===== src/rtl/uart_bus_arbiter.sv =====
// Two-master round-robin arbiter for the UART slave port.
// A watchdog force-completes transactions the slave never acknowledges.
module uart_bus_arbiter #(
  parameter int unsigned        TIMEOUT       = 1024,
  parameter logic [31:0]        TIMEOUT_RDATA = 32'hDEAD_BEEF,
  localparam int unsigned       AW            = 32,
  localparam int unsigned       DW            = 32,
  localparam int unsigned       SW            = 4
) (
  input  logic          clk,
  input  logic          reset,
  input  logic          m0_valid,
  output logic          m0_ready,
  input  logic [AW-1:0] m0_addr,
  input  logic [DW-1:0] m0_wdata,
  input  logic [SW-1:0] m0_wstrb,
  output logic [DW-1:0] m0_rdata,
  input  logic          m1_valid,
  output logic          m1_ready,
  input  logic [AW-1:0] m1_addr,
  input  logic [DW-1:0] m1_wdata,
  input  logic [SW-1:0] m1_wstrb,
  output logic [DW-1:0] m1_rdata,
  output logic          s_valid,
  input  logic          s_ready,
  output logic [AW-1:0] s_addr,
  output logic [DW-1:0] s_wdata,
  output logic [SW-1:0] s_wstrb,
  input  logic [DW-1:0] s_rdata,
  output logic          timeout_err
);

  localparam int unsigned CW     = 16;
  localparam logic [CW-1:0] TLIMIT = CW'(TIMEOUT - 1);

  typedef enum logic {IDLE, BUSY} state_e;

  state_e          state_q, state_d;
  logic            grant_q, grant_d;
  logic            last_grant_q, last_grant_d;
  logic [CW-1:0]   tcnt_q, tcnt_d;

  logic            busy;
  logic            g_valid;
  logic            done_ack;
  logic            done_to;
  logic            complete;
  logic [DW-1:0]   ret_data;

  always_ff @(posedge clk) begin
    if (reset) begin
      state_q      <= IDLE;
      grant_q      <= 1'b0;
      last_grant_q <= 1'b1;
      tcnt_q       <= '0;
    end else begin
      state_q      <= state_d;
      grant_q      <= grant_d;
      last_grant_q <= last_grant_d;
      tcnt_q       <= tcnt_d;
    end
  end

  // Ack beats timeout when both land in the same cycle; a dropped valid aborts.
  always_comb begin
    busy     = (state_q == BUSY);
    g_valid  = grant_q ? m1_valid : m0_valid;
    done_ack = busy && g_valid && s_ready;
    done_to  = busy && g_valid && !s_ready && (tcnt_q == TLIMIT);
    complete = done_ack || done_to;
    ret_data = done_ack ? s_rdata : TIMEOUT_RDATA;
  end

  always_comb begin
    state_d      = state_q;
    grant_d      = grant_q;
    last_grant_d = last_grant_q;
    tcnt_d       = tcnt_q;
    m0_ready     = 1'b0;
    m1_ready     = 1'b0;
    m0_rdata     = '0;
    m1_rdata     = '0;
    s_valid      = 1'b0;
    s_addr       = m0_addr;
    s_wdata      = m0_wdata;
    s_wstrb      = m0_wstrb;
    timeout_err  = 1'b0;

    case (state_q)
      IDLE: begin
        if (m0_valid || m1_valid) begin
          grant_d = (m0_valid && m1_valid) ? ~last_grant_q : m1_valid;
          tcnt_d  = '0;
          state_d = BUSY;
        end
      end
      BUSY: begin
        tcnt_d = tcnt_q + CW'(1);
        if (grant_q) begin
          s_addr  = m1_addr;
          s_wdata = m1_wdata;
          s_wstrb = m1_wstrb;
        end
        if (!g_valid) begin
          state_d = IDLE;
        end else begin
          s_valid     = 1'b1;
          timeout_err = done_to;
          if (complete) begin
            last_grant_d = grant_q;
            state_d      = IDLE;
            if (grant_q) begin
              m1_ready = 1'b1;
              m1_rdata = ret_data;
            end else begin
              m0_ready = 1'b1;
              m0_rdata = ret_data;
            end
          end
        end
      end
      default: state_d = IDLE;
    endcase
  end

endmodule


===== config.mk =====
export PLATFORM = sky130hd
export DESIGN_NAME = uart_bus_arbiter
export DESIGN_NICKNAME = d
export VERILOG_FILES = /design/src/rtl/uart_bus_arbiter.sv
export SDC_FILE = /design/constraint.sdc
export NUM_CORES = 1
export LEC_CHECK = 0
export CORE_AREA = 2 2 119 121
export DETAILED_ROUTE_END_ITERATION = 7
export DIE_AREA = 0 0 121 123
export PLACE_DENSITY_LB_ADDON = 0.25
export SLEW_MARGIN = 20
export SYNTH_ARGS = -nofsm -noshare
export SYNTH_HDL_FRONTEND = slang
export SYNTH_SLANG_ARGS = --single-unit

===== constraint.sdc =====
create_clock -name clk -period 5 [get_ports clk]
set_input_delay 1.5 -clock clk [delete_from_list [all_inputs] [get_ports clk]]
set_output_delay 1.5 -clock clk [all_outputs]
set_load 0.005 [all_outputs]

==> results_dict.tcl, run 1 <==
set metrics [dict create \
    drc 0 \
    hold_violations 0 \
    crit_family "buffers and inverters" \
    synth-seq-cells 19 \
    antenna_found_initial 0 \
    crit_chain "clkdlybuf4s50_1 -> nand3b_1 -> nor2_1 -> buf_4 -> and2_1 -> clkdlybuf4s50_1" \
    synth.avg_cell_area_um2 8.86 \
    worst-path-max-fanout 8 \
    fin_skew_ns 0.00198 \
    num_io_pins 309 \
    vdd_drop_max_uv 95.1 \
    synthCells 264 \
    syn_to_final_growth_pct 145 \
    firstDrtPassIters 4 \
    post_cts_buffers 0 \
    root_buffer "clkbuf_16" \
    status "finished, final reports clean" \
    rr_startpoint "busy" \
    syn_nets 438 \
    cts_sinks 19 \
    drv_slew 0 \
    routed.top_layer "met4" \
    netlist.area_leader.share_pct 34.2 \
    hold_path_depth 1 \
    grt_start_max_net_pins 31 \
    syn_area_um2 2340 \
    holdWs_ns 0.464 \
    yosys.area_share.adder_pct 0.535 \
    core_region_area_um2 13600 \
    comb_power_share_pct 51.3 \
    tritoncts "built" \
    cts_hold_buffers 0 \
    synth_xor_area_share_pct 1.50 \
    synthFlopType "dfxtp_1" \
    die_w_um 121 \
    cpMostUsedCell "clkdlybuf4s50_1" \
    dieArea_um2 14900 \
    routed-wl-met2_mm 6.94 \
    layout-drive-gt1-share_pct 16.3 \
    clock.fmax_mhz 214 \
    start_util_pct 17.2 \
    first_global_vias 3017 \
    clockBufferDepth 2 \
    tightest_slew_ns 1.07 \
    grt_pass1_wl_mm 18.5 \
    vias_per_cell 4.27 \
    synth_edf_count 0 \
    dr_wl_met3_mm 1.36 \
    pwr-share-seq_pct 24.0 \
    worstHoldStart "last_grant_q" \
    dp_hpwl_mm 11.6 \
    crit_path_start_kind "input pin" \
    cp.arrival_ns 3.18 \
    num_rows 43 \
    rr_worst_depth 4 \
    port_buffers 308 \
    cp.buffers_inverters 3 \
    synth_top_family_by_area "multiplexers" \
    async_flop_share_pct 0 \
    setup-violations-final 0 \
    hold_path_class "reg2reg" \
    routedWlPerCell_um 18.3 \
    worst_path_max_delay_cell "clkdlybuf4s50_1" \
    fin_cells 745 \
    drv_cap 0 \
    hold_end "last_grant_q" \
    cellInternalPower_uw 502 \
    grt.overflow.total 0 \
    cts_buffers 3 \
    rr_endpoint "tcnt_q[14]" \
    wl_met1_mm 5.11 \
    synth_compound_area_share_pct 22.0 \
    p_leak_uw 0.00204 \
    ys.warnings.count 0 \
    post-place-ws_ns -0.0291 \
    synthMuxAreaShare_pct 35.0 \
    yosysUniqueCellTypes 38 \
    p_clk_share_pct 24.8 \
    die_h_um 123 \
    yosys-top-cells-area "mux2_2 34%, dfxtp_1 16%, o21a_1 15%" \
    p_per_area_nw_per_um2 115 \
    critical_path_required_ns 3.50 \
    grtUsageTotal_pct 16.5 \
    path_clk_slew_ns 0.05 \
    max_slew_margin_pct 28.4 \
    slowest_delay_ns 0.51 \
    end_kind "output port" \
    drt-initial-drc-count 119 \
    setup_tns_ns 0 \
    gp_congestion 0.850 \
    wl_mm 13.6 \
    route.antenna.remaining_nets 0 \
    rsz0062_at_grt "false" \
    yosysSeqAreaShare_pct 16.3 \
    yosysTopAreaCell "mux2_2" \
    fin_crit_sh_pct 93.6 \
    placed_cells 741 \
    n_antenna_cell 0 \
    num_vias 3180 \
    htreeDepth 1 \
    yosys.area_share.simple_pct 19.5 \
    timing.final.ws_setup_ns 0.320 \
    switching_share_pct 23.8 \
    critical_path_class "in2out" \
    switching_power_uw 156 \
    r2r_slack_ns 3.16 \
    fin_nets 740 \
    period_minus_slack_ns 4.68 \
    insertion_delay_ns 0.25 \
]
==> worst reg2reg max path: stages, from the launching register on <==
cell and delay, ns:
dfxtp_1 0.58, nand4_1 0.42, nor4_1 0.33, mux2_2 0.37, nor2_1 0.07
==> placed cells by master, fill, tap and decap left out, drive strengths merged, types with 3 or more instances in the layout <==
master and count:
or3 4, nor4 3, nand2 11, xor2 3
o211ai 4, and2 17, dfxtp 19, clkbuf 4
nand4 6, mux2 71, inv 3, and3 4
a21oi 11, o21a 48, nand3b 4, nand3 8
buf 8, clkdlybuf4s50 306, nor2 11
==> per-stage QoR <==
stage	utilization [%]	power (uW)	area, um2
global placement	41.3	497	5630
global route	42.0	693	5720
CTS	42.0	667	5710
finish	42.0	658	5720
floorplan	-	242	2340
detailed placement	41.3	499	5630
==> Yosys cell counts (2+ instances only) <==
cell / n
a21oi_1: 9
a21oi_4: 2
and2_1: 17
and3_1: 4
buf_1: 6
buf_2: 6
buf_6: 4
clkbuf_1: 3
dfxtp_1: 19
inv_1: 3
mux2_2: 71
mux2i_1: 2
nand2_1: 11
nand2b_1: 2
nand3_1: 8
nand3b_1: 4
nand4_1: 5
nor2_1: 11
nor4_1: 2
o211ai_1: 4
o21a_1: 48
o21ai_0: 2
or3_1: 4
xor2_1: 3
==> state kept, by name, summed over array words and instances (netlist names) <==
| name | count |
|---|---|
| tcnt_q | 16 |
| busy | 1 |
| grant_q | 1 |
| last_grant_q | 1 |
==> how the worst max path moves through the flow <==
| stage | start | end | cells after the start |
|---|---|---|---|
| 2_1_floorplan | m1_valid | m1_rdata[10] | 5 |
| 3_3_place_gp | m1_valid | m1_rdata[14] | 6 |
| 3_5_place_dp | m1_valid | m1_rdata[17] | 6 |
| 4_1_cts | m1_valid | m1_rdata[17] | 6 |
| 5_1_grt | s_ready | m0_rdata[17] | 6 |
| 6_report | s_ready | m0_rdata[17] | 6 |
==> kinds of logic (layout without fill, tap and decap cells) <==
group                    count (synthesis)  in the layout
AND/OR/NAND/NOR                         76             76
multiplexers                            73             73
AO/OA/AOI/OAI                           69             69
buffers and inverters                   22            323
flip-flops                              19             19
XOR/XNOR                                 4              4
adder cells (fa/ha/maj)                  1              1
==> power groups by stage <==
stage | combinational, uW | clock, uW | sequential (uW)
2_1_floorplan | 83.8 | 0 | 159
3_3_place_gp | 337 | 0 | 161
3_5_place_dp | 338 | 0 | 161
4_1_cts | 341 | 168 | 158
5_1_grt | 359 | 177 | 158
6_report | 337 | 163 | 158
==> per-layer routing <==
layer	global-route usage, %	vias up
met5	0	-
met2	29.0	116
li1	-	1577
met4	3.49	0
met3	6.83	12
met1	18.7	1475
==> timing repair <==
action | in CTS | in global routing
pin swaps | 0 | 1
cloned | 0 | 0
endpoints found under the setup margin | 8 | 64
resized for setup | 2 | 3
==> area by class of cell <==
class                   count  area [um2]
fillers                  1312        7890
repair buffers            316        3180
multi-input cells         223        1850
flip-flops and latches     19         380
well taps                 180         225
clock buffers               4        78.8
inverters                   3        11.3
(Power assumes the default switching activity.)
==> run 2: changes to the inputs <==
--- a/config.mk
+++ b/config.mk
@@ -8,6 +8,7 @@
 export CORE_AREA = 2 2 119 121
 export DETAILED_ROUTE_END_ITERATION = 7
 export DIE_AREA = 0 0 121 123
+export GPL_ROUTABILITY_DRIVEN = 0
 export PLACE_DENSITY_LB_ADDON = 0.25
 export SLEW_MARGIN = 20
 export SYNTH_ARGS = -nofsm -noshare
==> results of run 2 <==
No change in the layout: final DEF, timing and power equal those of run 1.
==> run 3: changes to the inputs <==
--- a/config.mk
+++ b/config.mk
@@ -5,9 +5,9 @@
 export SDC_FILE = /design/constraint.sdc
 export NUM_CORES = 1
 export LEC_CHECK = 0
-export CORE_AREA = 2 2 119 121
+export CORE_AREA = 2 2 120 122
 export DETAILED_ROUTE_END_ITERATION = 7
-export DIE_AREA = 0 0 121 123
+export DIE_AREA = 0 0 122 124
 export GPL_ROUTABILITY_DRIVEN = 0
 export PLACE_DENSITY_LB_ADDON = 0.25
 export SLEW_MARGIN = 20
==> constraint.sdc (replaced) <==
create_clock -name clk -period 4.3 [get_ports clk]
set_input_delay 1.29 -clock clk [delete_from_list [all_inputs] [get_ports clk]]
set_output_delay 1.29 -clock clk [all_outputs]
set_load 0.005 [all_outputs]
==> run 3 against run 2 <==
Power increased by 20%. Final area rose by 4.0%. Sequential share of layout area shrank 0.26 points. First-iteration DRC count grew 7.6%. Critical endpoint is now m0_rdata[24]. Critical path type unchanged. Die area up 1.6%. Highest routed layer unchanged. Wire length grew 6.3%. Critical path depth increased by 3. Sequential power rose by 16%.
==> results_dict.tcl, run 3 (same netlist as run 1, synthesis figures left out) <==
set metrics [dict create \
    design_area_um2 5950 \
    drt-initial-drc-count 128 \
    port_buffers 308 \
    cts_buffers 3 \
    vdd_drop_max_uv 175 \
    fillCellCount 1370 \
    period_minus_slack_ns 4.05 \
    cp.buffers_inverters 5 \
    grtUsageTotal_pct 16.8 \
    rr_startpoint "busy" \
    end_kind "output port" \
    worst-path-max-fanout 6 \
    timing.final.ws_setup_ns 0.251 \
    insertion_delay_ns 0.26 \
    r2r_slack_ns 2.43 \
    n_antenna_cell 0 \
    p_leak_uw 0.00263 \
    seq_area_um2 380 \
    hold_end "last_grant_q" \
    die_h_um 124 \
    root_buffer "clkbuf_16" \
    clock.fmax_mhz 247 \
    final_common_cell "clkdlybuf4s50_1" \
    worstHoldStart "last_grant_q" \
    num_io_pins 309 \
    use_met1_pct 19.7 \
    grt_pass1_wl_mm 19.2 \
    crit_chain "dlygate4sd2_1 -> mux2i_1 -> nand3b_1 -> buf_6 -> nor2_1 -> buf_4 -> buf_4 -> and2_1 -> dlygate4sd2_1" \
    drv_slew 0 \
    dp_hpwl_mm 12.0 \
    status "finished, final reports clean" \
    largest_register_ffs 16 \
    top_register "tcnt_q" \
    use_met2_pct 30.1 \
    syn_to_final_growth_pct 155 \
    drc 0 \
    rr_worst_depth 4 \
    top_usage_layer "met2" \
    fin_skew_ns 0.00310 \
    die_w_um 122 \
    hold_path_class "reg2reg" \
    wl_mm 14.5 \
    holdWs_ns 0.504 \
    path_clk_slew_ns 0.06 \
    htreeDepth 1 \
    antenna_found_initial 0 \
    core_region_area_um2 13700 \
    crit_family "buffers and inverters" \
    crit_path_start_kind "input pin" \
    num_vias 3318 \
    hold_path_depth 1 \
    grt.overflow.total 0 \
    drv_cap 0 \
    p_per_area_nw_per_um2 132 \
    rr_endpoint "tcnt_q[15]" \
    fin_crit_sh_pct 94.2 \
    multiInputGateArea_um2 1870 \
    cp.arrival_ns 2.76 \
    routedWlPerCell_um 19.0 \
    mostFrequentLayoutCells "241 x clkdlybuf4s50_1, 71 x mux2_2, 54 x dlygate4sd2_1" \
    grt_use_met3_pct 5.63 \
    layout-drive-gt1-share_pct 19.2 \
    tritoncts "built" \
    dieArea_um2 15100 \
    setup-violations-final 0 \
    postPlaceCellArea_um2 5690 \
    critical_path_required_ns 3.01 \
    max_slew_margin_pct 60.0 \
    route.antenna.remaining_nets 0 \
    crit_cells 9 \
    fin_nets 757 \
    slowest_delay_ns 0.26 \
    grt_start_max_net_pins 31 \
    first_global_vias 3259 \
    post-place-ws_ns -0.164 \
    cts_sinks 19 \
    vias_per_cell 4.35 \
    start_util_pct 17.0 \
    clockBufferDepth 2 \
    rsz0062_at_grt "false" \
    worst_path_max_delay_cell "dlygate4sd2_1" \
    critical_path_class "in2out" \
    firstDrtPassIters 4 \
    hold_violations 0 \
    tightest_slew_ns 0.598 \
    num_rows 43 \
    final_core_util_pct 43.4 \
]
## run 3: cell types whose count changed in the layout (fill, tap and decap cells not counted), moves of 3 or more
cell / previous run / this run
buf_12: 2 / 5
buf_16: 0 / 3
buf_4: 5 / 12
buf_6: 1 / 4
clkdlybuf4s50_1: 306 / 241
dlygate4sd2_1: 0 / 54
dlymetal6s2s_1: 2 / 13
## run 3: what timing repair did
item,4_1_cts,5_1_grt
setup endpoints to repair,66,17
gates resized for setup,66,14
gates cloned,3,1
setup buffers,5,3
pin swaps,2,0
hold buffers,0,0
## run 3: worst max path at each step
| stage | to | slack, ns | start |
|---|---|---|---|
| 4_1_cts | m1_rdata[22] | -0.08 | m0_valid |
| 6_report | m0_rdata[24] | 0.25 | m1_valid |
| 3_3_place_gp | m1_rdata[9] | -0.18 | m1_valid |
| 5_1_grt | m0_rdata[20] | 0.14 | m1_valid |
| 3_5_place_dp | m1_rdata[24] | -0.16 | m1_valid |
| 2_1_floorplan | m1_rdata[10] | 0.76 | m1_valid |
## run 3: metal layers
layer | share of wire [%] | up-vias | wire [um]
li1 | - | 1607 | -
met1 | 39 | 1580 | 5620
met2 | 51 | 120 | 7320
met3 | 9.6 | 11 | 1390
met4 | 0.94 | 0 | 136
met5 | 0 | - | 0
## run 3: cell type report
type / instances / share of cell area (%)
clock buffers: 4 / 1.32
inverters: 3 / 0.189
multi-input cells: 223 / 31.3
flip-flops and latches: 19 / 6.39
well taps: 180 / 3.78
repair buffers: 333 / 57.0
## run 3: metrics by stage
step           cells  TNS (ns)  power (uW)
6_report         762         0         788
2_1_floorplan    264         0         282
3_5_place_dp     746     -8.57         588
3_3_place_gp     746     -9.97         586
5_1_grt          762         0         822
4_1_cts          758    -0.136         788
## run 3: worst register-to-register path, cell delays in order, from the launching register on
cell and delay (ns):
dfxtp_1 0.64, and3_1 0.34, nand4_1 0.26, or3_1 0.42, a21oi_1 0.14
## run 3: where the power goes
group | total (uW) | internal [uW] | switching [uW]
sequential | 184 | 179 | 5.61
clock | 197 | 126 | 70.6
combinational | 407 | 285 | 122
total | 788 | 590 | 199
